==> src/rtl/mem_arbiter_if.sv <==
// mem_arbiter_if: requester and memory bus bundle for the two-port memory arbiter
// Parameters: WIDTH data width, AW address width.
// slave modport (arbiter side):
//   in  cpu_req/cpu_wen/cpu_addr/cpu_wdata, dbg_req/dbg_wen/dbg_addr/dbg_wdata, mem_rdata/mem_ready
//   out cpu_ack/cpu_rdata, dbg_ack/dbg_rdata, mem_cs/mem_wen/mem_addr/mem_wdata, owner
// master modport (requesters plus memory): the mirror image.
interface mem_arbiter_if #(
  parameter int WIDTH = 32,
  parameter int AW = 16
);
  logic cpu_req;
  logic cpu_wen;
  logic [AW-1:0] cpu_addr;
  logic [WIDTH-1:0] cpu_wdata;
  logic cpu_ack;
  logic [WIDTH-1:0] cpu_rdata;
  logic dbg_req;
  logic dbg_wen;
  logic [AW-1:0] dbg_addr;
  logic [WIDTH-1:0] dbg_wdata;
  logic dbg_ack;
  logic [WIDTH-1:0] dbg_rdata;
  logic mem_cs;
  logic mem_wen;
  logic [AW-1:0] mem_addr;
  logic [WIDTH-1:0] mem_wdata;
  logic [WIDTH-1:0] mem_rdata;
  logic mem_ready;
  logic [1:0] owner;
  modport slave (
    input cpu_req, cpu_wen, cpu_addr, cpu_wdata,
    input dbg_req, dbg_wen, dbg_addr, dbg_wdata,
    input mem_rdata, mem_ready,
    output cpu_ack, cpu_rdata, dbg_ack, dbg_rdata,
    output mem_cs, mem_wen, mem_addr, mem_wdata, owner
  );
  modport master (
    output cpu_req, cpu_wen, cpu_addr, cpu_wdata,
    output dbg_req, dbg_wen, dbg_addr, dbg_wdata,
    output mem_rdata, mem_ready,
    input cpu_ack, cpu_rdata, dbg_ack, dbg_rdata,
    input mem_cs, mem_wen, mem_addr, mem_wdata, owner
  );
endinterface

==> src/rtl/mem_arbiter.sv <==
// mem_arbiter: shares one single-port memory between the CPU and debug buses, one transaction at a time
// Ports: clk system clock; reset synchronous active-low; bus mem_arbiter_if.slave carrying
//   both requester ports (req/wen/addr/wdata in, ack/rdata out), the memory port
//   (cs/wen/addr/wdata out, rdata/ready in) and the owner status (00 idle, 01 CPU, 10 debug).
// Option: define MEM_ARB_RR_EN for round-robin tie breaking; otherwise the CPU wins every tie.
module mem_arbiter #(
  parameter int WIDTH = 32,
  parameter int AW = 16
) (
  input logic clk,
  input logic reset,
  mem_arbiter_if.slave bus
);
  typedef enum logic [1:0] {IDLE, ACCESS, ACK} state_t;
  state_t state;
  logic pick_dbg;
  logic sel_wen;
  logic [AW-1:0] sel_addr;
  logic [WIDTH-1:0] sel_wdata;
`ifdef MEM_ARB_RR_EN
  // set when the debug port took the most recent grant; reset value makes the CPU win the first tie
  logic last_dbg;
  always_comb pick_dbg = bus.dbg_req & (~bus.cpu_req | ~last_dbg);
`else
  always_comb pick_dbg = bus.dbg_req & ~bus.cpu_req;
`endif
  always_comb begin
    sel_wen = pick_dbg ? bus.dbg_wen : bus.cpu_wen;
    sel_addr = pick_dbg ? bus.dbg_addr : bus.cpu_addr;
    sel_wdata = pick_dbg ? bus.dbg_wdata : bus.cpu_wdata;
  end
  always_ff @(posedge clk) begin
    if (!reset) begin
      state <= IDLE;
      bus.mem_cs <= 1'b0;
      bus.mem_wen <= 1'b0;
      bus.mem_addr <= '0;
      bus.mem_wdata <= '0;
      bus.cpu_ack <= 1'b0;
      bus.dbg_ack <= 1'b0;
      bus.cpu_rdata <= '0;
      bus.dbg_rdata <= '0;
      bus.owner <= 2'b00;
`ifdef MEM_ARB_RR_EN
      last_dbg <= 1'b1;
`endif
    end else begin
      case (state)
        IDLE: if (bus.cpu_req | bus.dbg_req) begin
          bus.mem_cs <= 1'b1;
          bus.mem_wen <= sel_wen;
          bus.mem_addr <= sel_addr;
          bus.mem_wdata <= sel_wdata;
          bus.owner <= pick_dbg ? 2'b10 : 2'b01;
`ifdef MEM_ARB_RR_EN
          last_dbg <= pick_dbg;
`endif
          state <= ACCESS;
        end
        ACCESS: if (bus.mem_ready) begin
          // owner still names the winner here, so it steers the read data and the ack
          if (!bus.mem_wen && bus.owner[0]) bus.cpu_rdata <= bus.mem_rdata;
          if (!bus.mem_wen && bus.owner[1]) bus.dbg_rdata <= bus.mem_rdata;
          bus.mem_cs <= 1'b0;
          bus.cpu_ack <= bus.owner[0];
          bus.dbg_ack <= bus.owner[1];
          state <= ACK;
        end
        ACK: begin
          bus.cpu_ack <= 1'b0;
          bus.dbg_ack <= 1'b0;
          bus.owner <= 2'b00;
          state <= IDLE;
        end
        default: state <= IDLE;
      endcase
    end
  end
endmodule

==> src/flat_wrapper.sv <==
// flat-port wrapper written by rule: the top's interface ports become plain ports
module mem_arbiter_flat 
#(
  parameter int WIDTH = 32,
  parameter int AW = 16
)
  (clk, reset, bus_cpu_req, bus_cpu_wen, bus_cpu_addr, bus_cpu_wdata, bus_dbg_req, bus_dbg_wen, bus_dbg_addr, bus_dbg_wdata, bus_mem_rdata, bus_mem_ready, bus_cpu_ack, bus_cpu_rdata, bus_dbg_ack, bus_dbg_rdata, bus_mem_cs, bus_mem_wen, bus_mem_addr, bus_mem_wdata, bus_owner);
  mem_arbiter_if #(.WIDTH(WIDTH), .AW(AW)) bus_i ();
  input logic clk;
  input logic reset;
  input wire logic [$bits(bus_i.cpu_req)-1:0] bus_cpu_req;
  input wire logic [$bits(bus_i.cpu_wen)-1:0] bus_cpu_wen;
  input wire logic [$bits(bus_i.cpu_addr)-1:0] bus_cpu_addr;
  input wire logic [$bits(bus_i.cpu_wdata)-1:0] bus_cpu_wdata;
  input wire logic [$bits(bus_i.dbg_req)-1:0] bus_dbg_req;
  input wire logic [$bits(bus_i.dbg_wen)-1:0] bus_dbg_wen;
  input wire logic [$bits(bus_i.dbg_addr)-1:0] bus_dbg_addr;
  input wire logic [$bits(bus_i.dbg_wdata)-1:0] bus_dbg_wdata;
  input wire logic [$bits(bus_i.mem_rdata)-1:0] bus_mem_rdata;
  input wire logic [$bits(bus_i.mem_ready)-1:0] bus_mem_ready;
  output wire logic [$bits(bus_i.cpu_ack)-1:0] bus_cpu_ack;
  output wire logic [$bits(bus_i.cpu_rdata)-1:0] bus_cpu_rdata;
  output wire logic [$bits(bus_i.dbg_ack)-1:0] bus_dbg_ack;
  output wire logic [$bits(bus_i.dbg_rdata)-1:0] bus_dbg_rdata;
  output wire logic [$bits(bus_i.mem_cs)-1:0] bus_mem_cs;
  output wire logic [$bits(bus_i.mem_wen)-1:0] bus_mem_wen;
  output wire logic [$bits(bus_i.mem_addr)-1:0] bus_mem_addr;
  output wire logic [$bits(bus_i.mem_wdata)-1:0] bus_mem_wdata;
  output wire logic [$bits(bus_i.owner)-1:0] bus_owner;
  assign bus_i.cpu_req = bus_cpu_req;
  assign bus_i.cpu_wen = bus_cpu_wen;
  assign bus_i.cpu_addr = bus_cpu_addr;
  assign bus_i.cpu_wdata = bus_cpu_wdata;
  assign bus_i.dbg_req = bus_dbg_req;
  assign bus_i.dbg_wen = bus_dbg_wen;
  assign bus_i.dbg_addr = bus_dbg_addr;
  assign bus_i.dbg_wdata = bus_dbg_wdata;
  assign bus_i.mem_rdata = bus_mem_rdata;
  assign bus_i.mem_ready = bus_mem_ready;
  assign bus_cpu_ack = bus_i.cpu_ack;
  assign bus_cpu_rdata = bus_i.cpu_rdata;
  assign bus_dbg_ack = bus_i.dbg_ack;
  assign bus_dbg_rdata = bus_i.dbg_rdata;
  assign bus_mem_cs = bus_i.mem_cs;
  assign bus_mem_wen = bus_i.mem_wen;
  assign bus_mem_addr = bus_i.mem_addr;
  assign bus_mem_wdata = bus_i.mem_wdata;
  assign bus_owner = bus_i.owner;
  mem_arbiter #(.WIDTH(WIDTH), .AW(AW)) u_core (.clk(clk), .reset(reset), .bus(bus_i));
endmodule
==> config.mk <==
export PLATFORM = sky130hd
export DESIGN_NAME = mem_arbiter_flat
export DESIGN_NICKNAME = d
export VERILOG_FILES = /design/src/rtl/mem_arbiter_if.sv /design/src/rtl/mem_arbiter.sv /design/src/flat_wrapper.sv
export SDC_FILE = /design/constraint.sdc
export NUM_CORES = 1
export LEC_CHECK = 0
export ABC_CLOCK_PERIOD_IN_PS = 4100
export CAP_MARGIN = 15
export CORE_ASPECT_RATIO = 0.7
export CORE_MARGIN = 5
export CORE_UTILIZATION = 44
export DETAILED_ROUTE_END_ITERATION = 16
export PLACE_DENSITY = 0.86
export SYNTH_ARGS = -nofsm -noshare
export SYNTH_HDL_FRONTEND = slang
export SYNTH_SLANG_ARGS = --single-unit
==> constraint.sdc <==
create_clock -name clk -period 4.1 [get_ports clk]
set_clock_uncertainty 0.05 [all_clocks]
set_input_delay 0.41 -clock clk [delete_from_list [all_inputs] [get_ports clk]]
set_output_delay 0.41 -clock clk [all_outputs]
set_load 0.005 [all_outputs]
==> results.sh, run 1 <==
export IMPL_yosysTopAreaCell="dfxtp_1"
export IMPL_clkLatencyLatePin_ns=0.39
export IMPL_synth_flop_cell="dfxtp_1"
export IMPL_relSlewSlack_pct=28.5
export IMPL_fin_crit_sh_pct=55.6
export IMPL_antenna_cells=0
export IMPL_power_density_nw_per_um2=398
export IMPL_drt_vias_per_instance=5.18
export IMPL_cts_hold_buf=0
export IMPL_fillers=871
export IMPL_syn_num_nets=696
export IMPL_core_um2=11700
export IMPL_htreeDepth=4
export IMPL_gr_usage_all_layers_pct=22.2
export IMPL_path_clk_slew_ns=0.06
export IMPL_drt_pass1_iter_count=5
export IMPL_synth_cell_types=30
export IMPL_r2r_slack_ns=1.82
export IMPL_p_leak_uw=0.00341
export IMPL_outcome="finished, final reports clean"
export IMPL_wirelength_mm=16.5
export IMPL_min_from="u_core.bus.cpu_rdata[24]"
export IMPL_worstPathRequired_ns=4.27
export IMPL_p_clk_share_pct=43.8
export IMPL_synth_top_area_share_pct=45.9
export IMPL_seqPwrFrac_pct=38.9
export IMPL_path_class="flop to flop"
export IMPL_root_buffer="clkbuf_16"
export IMPL_antenna_left=0
export IMPL_avgSynthCellArea_um2=9.32
export IMPL_clk_path_buf_depth=2
export IMPL_p_comb_share_pct=17.4
export IMPL_worst_setup_path_start_kind="flop"
export IMPL_die_h_um=101
export IMPL_crit_start="u_core.state[1]"
export IMPL_holdWs_ns=0.409
export IMPL_tightest_slew_ns=1.07
export IMPL_intPower_uw=2430
export IMPL_r2r_cells=4
export IMPL_rows=33
export IMPL_syn_area_um2=5230
export IMPL_hold_path_class="flop to flop"
export IMPL_drive_gt1_share_pct=11.8
export IMPL_cts_buffers=17
export IMPL_slew_violations=0
export IMPL_setup_viol=0
export IMPL_ir_drop_uv=353
export IMPL_cts_resized=0
export IMPL_num_vias=4951
export IMPL_die_area_um2=14200
export IMPL_synthCells=561
export IMPL_synthTopCellsByArea="dfxtp_1, nand2_1, a311oi_2"
export IMPL_cts_tree="built"
export IMPL_final_util_pct=70.9
export IMPL_period_minus_slack_ns=2.28
export IMPL_critPathArrivalTime_ns=2.45
export IMPL_place_gp_congestion=0.779
export IMPL_fmax_mhz=438
export IMPL_r2r_end="u_core.bus.mem_addr[14]"
export IMPL_die_x_um=140
export IMPL_grt_pass1_vias=5052
export IMPL_drtIter0Drc=248
export IMPL_cap_violations=0
export IMPL_routedWlPerCell_um=17.3
export IMPL_drc=0
export IMPL_postCtsSetupBuffers=0
export IMPL_fin_setup_tns_ns=0
export IMPL_yosysWarnings=0
export IMPL_netSwitchingPower_uw=869
export IMPL_start_util_pct=44.8
export IMPL_yosysSeqAreaShare_pct=45.9
export IMPL_layout_common_cells="clkdlybuf4s50_1, nand2_1, dfxtp_1, mux2i_1, a21oi_1"
export IMPL_numPortBuffers=252
export IMPL_nets=921
export IMPL_grt_pass1_wl_mm=25.6
export IMPL_cts_sinks=120
export IMPL_grt_setup_unrepaired="false"
export IMPL_cp_max_fo=51
export IMPL_hold_end="u_core.bus.cpu_rdata[24]"
export IMPL_area_growth_syn_to_layout_pct=58.4
export IMPL_whs_path_depth=2
export IMPL_layout_commonest_cell="clkdlybuf4s50_1"
export IMPL_r2r_start="u_core.state[1]"
export IMPL_overflow=0
export IMPL_cp_end_kind="flop"
export IMPL_grt_max_degree=101
export IMPL_netSwitchingFraction_pct=26.4
export IMPL_synth_async_reset_ratio_pct=0
export IMPL_dp_hpwl_mm=11.8
export IMPL_antenna_found_initial=0
export IMPL_synth_edf_count=0
export IMPL_ys_ff_latch=120
export IMPL_finalHoldViolCount=0
export IMPL_pin_count=253
==> flip-flops by register name, indices dropped and copies added, names as in the netlist, 2 cells and up <==
register,cells
u_core.bus.dbg_rdata,32
u_core.bus.mem_wdata,32
u_core.state,2
u_core.bus.owner,2
u_core.bus.cpu_rdata,32
u_core.bus.mem_addr,16
==> power groups by stage <==
stage	clock, µW	combinational (µW)	sequential (µW)
2_1_floorplan	0	275	1300
3_3_place_gp	0	559	1300
3_5_place_dp	0	574	1300
4_1_cts	1460	576	1280
5_1_grt	1520	614	1290
6_report	1440	573	1280
==> routing by layer <==
metal / track usage, % / vias up / routed length, µm
met4: 7.74 / 0 / 318
met2: 39.6 / 182 / 8390
li1: - / 2399 / -
met1: 26.4 / 2340 / 6890
met3: 5.71 / 30 / 946
met5: 0 / - / 0
==> layout make-up <==
type	count	area (µm²)	share of cell area [%]
clock buffer	18	439	5.30
clock inverter	14	140	1.69
timing repair buffer	257	2550	30.8
sequential	120	2400	29.0
tap	157	196	2.37
multi-input combinational	388	2540	30.7
inverter	2	7.51	0.0906
==> through the flow <==
stage / area [µm²] / total power (µW) / cells / setup WS [ns]
6_report: 8280 / 3300 / 956 / 1.82
3_5_place_dp: 7700 / 1880 / 924 / 1.46
5_1_grt: 8280 / 3420 / 956 / 1.67
2_1_floorplan: 5230 / 1580 / 561 / 2.61
3_3_place_gp: 7700 / 1860 / 924 / 1.56
4_1_cts: 8280 / 3320 / 956 / 1.83
==> how the worst max path moves through the flow <==
stage / end / slack [ns]
2_1_floorplan: u_core.bus.mem_cs / 2.61
3_3_place_gp: u_core.bus.mem_addr[10] / 1.56
3_5_place_dp: u_core.bus.mem_wdata[23] / 1.46
4_1_cts: u_core.bus.mem_addr[14] / 1.83
5_1_grt: u_core.bus.mem_addr[14] / 1.67
6_report: u_core.bus.mem_addr[14] / 1.82
==> Yosys cell counts (3+ instances only) <==
library cell,n
a21oi_1,52
nand2_1,197
nand3_1,4
mux2i_1,64
clkbuf_1,27
dfxtp_1,120
a311oi_2,48
buf_2,8
nand2b_1,3
buf_4,9
buf_6,6
==> worst max-delay path, stage by stage, from the launching register on <==
cell	delay, ns
dfxtp_1	0.41
nor2_4	0.13
buf_4	0.46
and2_4	0.81
a311oi_2	0.21
==> kinds of logic after synthesis <==
logic type / Yosys count / share of synthesized area [%]
buf+inv: 53 / 5.50
compound gates: 108 / 19.8
flops: 120 / 45.9
mux: 64 / 12.2
simple gates: 216 / 16.5
No activity file was read; power rests on OpenSTA's default activity.
==> inputs of run 2 (changes only) <==
--- a/config.mk
+++ b/config.mk
@@ -5,13 +5,13 @@
 export SDC_FILE = /design/constraint.sdc
 export NUM_CORES = 1
 export LEC_CHECK = 0
-export ABC_CLOCK_PERIOD_IN_PS = 4100
+export ABC_CLOCK_PERIOD_IN_PS = 2100
 export CAP_MARGIN = 15
 export CORE_ASPECT_RATIO = 0.7
 export CORE_MARGIN = 5
-export CORE_UTILIZATION = 44
+export CORE_UTILIZATION = 41
 export DETAILED_ROUTE_END_ITERATION = 16
-export PLACE_DENSITY = 0.86
+export PLACE_DENSITY = 0.81
 export SYNTH_ARGS = -nofsm -noshare
 export SYNTH_HDL_FRONTEND = slang
 export SYNTH_SLANG_ARGS = --single-unit
==> constraint.sdc (replaced) <==
create_clock -name clk -period 2.1 [get_ports clk]
set_clock_uncertainty 0.05 [all_clocks]
set_input_delay 0.21 -clock clk [delete_from_list [all_inputs] [get_ports clk]]
set_output_delay 0.21 -clock clk [all_outputs]
set_load 0.005 [all_outputs]
==> run 2 against run 1 <==
Design area increased by 1.8%. Setup slack worse by 1.4 ns. Critical path type unchanged. Sequential share of layout area decreased by 0.50 points. First-iteration DRC count shrank 3.6%. Clock-buffer cell count is 1 higher. Fmax is 35% higher. Largest cell class unchanged.
==> results.sh, run 2 (synthesized netlist as in run 1, its figures left out) <==
export IMPL_relSlewSlack_pct=44.9
export IMPL_start_util_pct=42.0
export IMPL_period_minus_slack_ns=1.69
export IMPL_cp_max_fo=51
export IMPL_fin_crit_sh_pct=80.6
export IMPL_outcome="finished, final reports clean"
export IMPL_die_h_um=104
export IMPL_antenna_left=0
export IMPL_p_comb_share_pct=17.3
export IMPL_dp_hpwl_mm=11.8
export IMPL_antenna_found_initial=1
export IMPL_fillers=947
export IMPL_whs_path_depth=3
export IMPL_layout_common_cells="clkdlybuf4s50_1, nand2_1, dfxtp_1, mux2i_1, a21oi_1"
export IMPL_power_density_nw_per_um2=779
export IMPL_worst_setup_path_start_kind="flop"
export IMPL_critPathSlowestCell="and2_4"
export IMPL_grt_pass1_vias=5078
export IMPL_cts_hold_buf=0
export IMPL_largestRegisters="u_core.bus.cpu_rdata: 32 flops, u_core.bus.dbg_rdata: 32 flops, u_core.bus.mem_wdata: 32 flops"
export IMPL_drtIter0Drc=239
export IMPL_area_growth_syn_to_layout_pct=61.2
export IMPL_cts_sinks=120
export IMPL_holdWs_ns=0.0945
export IMPL_clk_path_buf_depth=2
export IMPL_finalHoldViolCount=0
export IMPL_cts_buffers=17
export IMPL_clkLatencyLatePin_ns=0.39
export IMPL_die_area_um2=15200
export IMPL_tightest_slew_ns=0.826
export IMPL_intPower_uw=4950
export IMPL_grt_pass1_wl_mm=26.6
export IMPL_netSwitchingFraction_pct=24.6
export IMPL_critPathArrivalTime_ns=1.87
export IMPL_root_buffer="clkbuf_16"
export IMPL_drc=0
export IMPL_fmax_mhz=590
export IMPL_cp_top_family="simple AND/OR/NAND/NOR gates"
export IMPL_htreeDepth=4
export IMPL_power_uw=6570
export IMPL_drt_pass1_iter_count=4
export IMPL_gr_usage_all_layers_pct=21.0
export IMPL_grt_setup_unrepaired="false"
export IMPL_layout_commonest_cell="clkdlybuf4s50_1"
export IMPL_fin_setup_tns_ns=0
export IMPL_pin_count=253
export IMPL_final_area_um2=8430
export IMPL_crit_chain="nor2_4 -> and2_4 -> a311oi_2"
export IMPL_max_stage_delay_ns=0.69
export IMPL_netSwitchingPower_uw=1620
export IMPL_cp_end_kind="flop"
export IMPL_overflow=0
export IMPL_place_area_um2=7830
export IMPL_ir_drop_uv=523
export IMPL_cap_violations=0
export IMPL_routedWlPerCell_um=16.8
export IMPL_rows=34
export IMPL_setup_viol=0
export IMPL_cp_depth=3
export IMPL_worstPathRequired_ns=2.27
export IMPL_nets=929
export IMPL_drt_vias_per_instance=5.11
export IMPL_core_um2=12500
export IMPL_hold_path_class="input port to flop"
export IMPL_critPathBufInv=0
export IMPL_path_class="flop to flop"
export IMPL_r2r_cells=3
export IMPL_place_gp_congestion=0.801
export IMPL_wirelength_mm=16.3
export IMPL_p_clk_share_pct=44.7
export IMPL_grt_max_degree=66
export IMPL_seqPwrFrac_pct=38.0
export IMPL_slew_violations=0
export IMPL_cts_resized=0
export IMPL_drive_gt1_share_pct=12.4
export IMPL_postCtsSetupBuffers=0
export IMPL_num_vias=4948
export IMPL_cts_tree="built"
export IMPL_path_clk_slew_ns=0.05
export IMPL_p_leak_uw=0.00350
export IMPL_die_x_um=145
export IMPL_numPortBuffers=252
[run 2: cell count changes in the layout (fill, tap and decap cells not counted)]
cell | before | now
bufinv_16 | 1 | 3
clkinvlp_4 | 5 | 2
clkbuf_1 | 0 | 1
diode_2 | 0 | 1
buf_4 | 5 | 8
inv_8 | 1 | 0
clkinv_2 | 0 | 4
inv_6 | 5 | 1
buf_12 | 0 | 5
[run 2: per-layer routing]
layer	vias to the layer above	global-route usage, %	routed length (µm)
met5	-	0	0
met3	24	5.27	935
met1	2345	26.4	7030
li1	2412	-	-
met4	0	7.33	312
met2	167	35.1	8050
[run 2: final cells by class]
class / count / area (µm²) / area share, %
repair buffers: 265 / 2680 / 31.8
multi-input cells: 388 / 2540 / 30.2
flip-flops and latches: 120 / 2400 / 28.5
clock buffers: 19 / 443 / 5.25
well taps: 162 / 203 / 2.40
clock inverters: 12 / 151 / 1.80
inverters: 2 / 7.51 / 0.0891
diodes: 1 / 2.50 / 0.0297
[run 2: stage by stage]
stage,cells,setup slack (ns),util [%]
5_1_grt,969,0.290,67.6
2_1_floorplan,561,0.760,-
4_1_cts,968,0.400,67.6
3_3_place_gp,937,0.113,62.8
3_5_place_dp,937,0.0432,62.8
6_report,969,0.406,67.6
[run 2: power groups by stage]
stage               sequential, µW  clock, µW  combinational (µW)
floorplan                     2540          0                 536
global placement              2540          0                1110
detailed placement            2540          0                1140
CTS                           2500       2990                1140
global route                  2510       3110                1220
finish                        2500       2940                1130
[run 2: final timing paths]
kind	start	end	slack [ns]
min reg2reg	u_core.bus.dbg_rdata[12]	u_core.bus.dbg_rdata[12]	0.40
min	reset	u_core.bus.cpu_rdata[28]	0.09
max	u_core.state[1]	u_core.bus.mem_wdata[20]	0.41
max reg2reg	u_core.state[1]	u_core.bus.mem_wdata[20]	0.41
[run 2: worst reg2reg max path: cells and delay by family (launching register included)]
kind / cells / cell delay, ns
compound gates: 1 / 0.24
flops: 1 / 0.40
simple gates: 2 / 0.83
==> inputs of run 3 (changes only) <==
--- a/config.mk
+++ b/config.mk
@@ -5,7 +5,7 @@
 export SDC_FILE = /design/constraint.sdc
 export NUM_CORES = 1
 export LEC_CHECK = 0
-export ABC_CLOCK_PERIOD_IN_PS = 2100
+export ABC_CLOCK_PERIOD_IN_PS = 1700
 export CAP_MARGIN = 15
 export CORE_ASPECT_RATIO = 0.7
 export CORE_MARGIN = 5
==> constraint.sdc (replaced) <==
create_clock -name clk -period 1.7 [get_ports clk]
set_clock_uncertainty 0.05 [all_clocks]
set_input_delay 0.17 -clock clk [delete_from_list [all_inputs] [get_ports clk]]
set_output_delay 0.17 -clock clk [all_outputs]
set_load 0.005 [all_outputs]
==> run 3 against run 2 <==
Die area is the same. Non-clock buffer count grew 8. Critical path depth shrank 2. Combinational power grew 30%. Critical path type is now flop to primary output. Register-to-register slack lost 0.24 ns. Clock-buffer cell count shrank 1. Largest power group unchanged. Sequential share of layout area shrank 0.22 points. Total power grew 19%. Setup slack lost 0.34 ns. Design area grew 0.77%.
==> results.sh, run 3 (synthesized netlist as in run 1, its figures left out) <==
export IMPL_path_clk_slew_ns=0.06
export IMPL_htreeDepth=4
export IMPL_cap_violations=0
export IMPL_drtIter0Drc=185
export IMPL_grt_max_degree=101
export IMPL_seqCellArea_um2=2400
export IMPL_core_um2=12500
export IMPL_relSlewSlack_pct=71.9
export IMPL_fmax_mhz=613
export IMPL_wirelength_mm=16.9
export IMPL_pin_count=253
export IMPL_ir_drop_uv=663
export IMPL_cp_max_fo=5
export IMPL_critPathArrivalTime_ns=1.41
export IMPL_outcome="finished, final reports clean"
export IMPL_drt_vias_per_instance=5.11
export IMPL_critPathSlowestCell="clkdlybuf4s50_1"
export IMPL_cts_buffers=17
export IMPL_place_gp_congestion=0.836
export IMPL_worstPathRequired_ns=1.48
export IMPL_place_area_um2=7960
export IMPL_fillers=961
export IMPL_critPathBufInv=1
export IMPL_setup_viol=0
export IMPL_antenna_found_initial=1
export IMPL_fin_crit_sh_pct=95.9
export IMPL_p_leak_uw=0.00353
export IMPL_layout_common_cells="clkdlybuf4s50_1, nand2_1, dfxtp_1, mux2i_1, a21oi_1"
export IMPL_hold_path_class="input port to flop"
export IMPL_die_x_um=145
export IMPL_cts_resized=0
export IMPL_path_class="flop to primary output"
export IMPL_clk_path_buf_depth=2
export IMPL_tightest_slew_ns=0.421
export IMPL_holdWs_ns=0.230
export IMPL_routedWlPerCell_um=17.3
export IMPL_antenna_left=0
export IMPL_drc=0
export IMPL_crit_chain="clkdlybuf4s50_1"
export IMPL_drt_pass1_iter_count=4
export IMPL_layout_commonest_cell="clkdlybuf4s50_1"
export IMPL_numPortBuffers=252
export IMPL_multi_input_area_um2=2540
export IMPL_finalHoldViolCount=0
export IMPL_grt_pass1_wl_mm=27.5
export IMPL_final_area_um2=8490
export IMPL_period_minus_slack_ns=1.63
export IMPL_dp_hpwl_mm=12.4
export IMPL_die_area_um2=15200
export IMPL_postCtsSetupBuffers=0
export IMPL_worst_setup_path_start_kind="flop"
export IMPL_grt_setup_unrepaired="false"
export IMPL_cp_top_family="buffers and inverters"
export IMPL_area_growth_syn_to_layout_pct=62.4
export IMPL_drive_gt1_share_pct=13.3
export IMPL_grt_pass1_vias=5397
export IMPL_rows=34
export IMPL_num_vias=4989
export IMPL_clkLatencyLatePin_ns=0.39
export IMPL_overflow=0
export IMPL_cts_sinks=120
export IMPL_max_stage_delay_ns=0.58
export IMPL_nets=937
export IMPL_largestRegisters="u_core.bus.cpu_rdata: 32 flops, u_core.bus.dbg_rdata: 32 flops, u_core.bus.mem_wdata: 32 flops"
export IMPL_start_util_pct=42.0
export IMPL_slew_violations=0
export IMPL_power_density_nw_per_um2=919
export IMPL_gr_usage_all_layers_pct=21.7
export IMPL_root_buffer="clkbuf_16"
export IMPL_cts_hold_buf=0
export IMPL_die_h_um=104
export IMPL_cp_end_kind="primary output"
export IMPL_cts_tree="built"
==> run 3: cell count changes in the layout (fill, tap and decap cells not counted), sizes merged <==
cell / before / now
clkinv: 6 / 7
clkbuf: 19 / 18
clkinvlp: 2 / 4
bufinv: 3 / 1
buf: 14 / 22
==> run 3: worst reg2reg max path, stage by stage (launching register included) <==
cell	delay, ns
dfxtp_1	0.47
and4bb_2	0.30
nand2_2	0.09
buf_12	0.23
mux2i_1	0.30
==> run 3: final timing paths <==
| path | from | endpoint | slack, ns | cells past startpoint |
|---|---|---|---|---|
| setup / recovery | u_core.bus.owner[0] | bus_owner[0] | 0.07 | 1 |
| hold / removal | reset | u_core.bus.mem_wdata[23] | 0.23 | 3 |
| setup reg to reg | u_core.state[1] | u_core.bus.dbg_rdata[19] | 0.17 | 4 |
| hold reg to reg | u_core.bus.cpu_rdata[11] | u_core.bus.cpu_rdata[11] | 0.41 | 2 |
==> run 3: area by class of cell <==
class	instances	area share, %
Antenna cell	1	0.0295
Clock buffer	18	5.05
Clock inverter	13	1.27
Inverter	2	0.0884
Multi-Input combinational cell	388	29.9
Sequential cell	120	28.3
Tap cell	162	2.39
Timing Repair Buffer	273	33.0
==> run 3: power breakdown <==
part           switching, µW  internal (µW)  leakage [µW]
Clock                   1260           1990      0.000258
Combinational            622            851       0.00229
Sequential               107           2980      0.000981
Total                   1990           5820       0.00353
==> run 3: metrics by stage <==
step                instances  utilization, %  power, µW  setup slack, ns  TNS [ns]
finish                    977            68.1       7810           0.0695         0
global route              977            68.1       8130           0.0109         0
CTS                       976            68.1       7880           0.0335         0
detailed placement        945            63.8       4620          -0.0554    -0.618
global placement          945            63.8       4570          0.00734         0
floorplan                 561               -       3800            0.360         0
==> run 3: routing by layer <==
metal,vias up,wire (µm),track usage [%],share of wire (%)
met5,-,0,0,0
met4,0,291,6.92,1.7
met3,21,897,5.31,5.3
met2,172,8750,39.0,52
met1,2373,6980,25.4,41
li1,2423,-,-,-
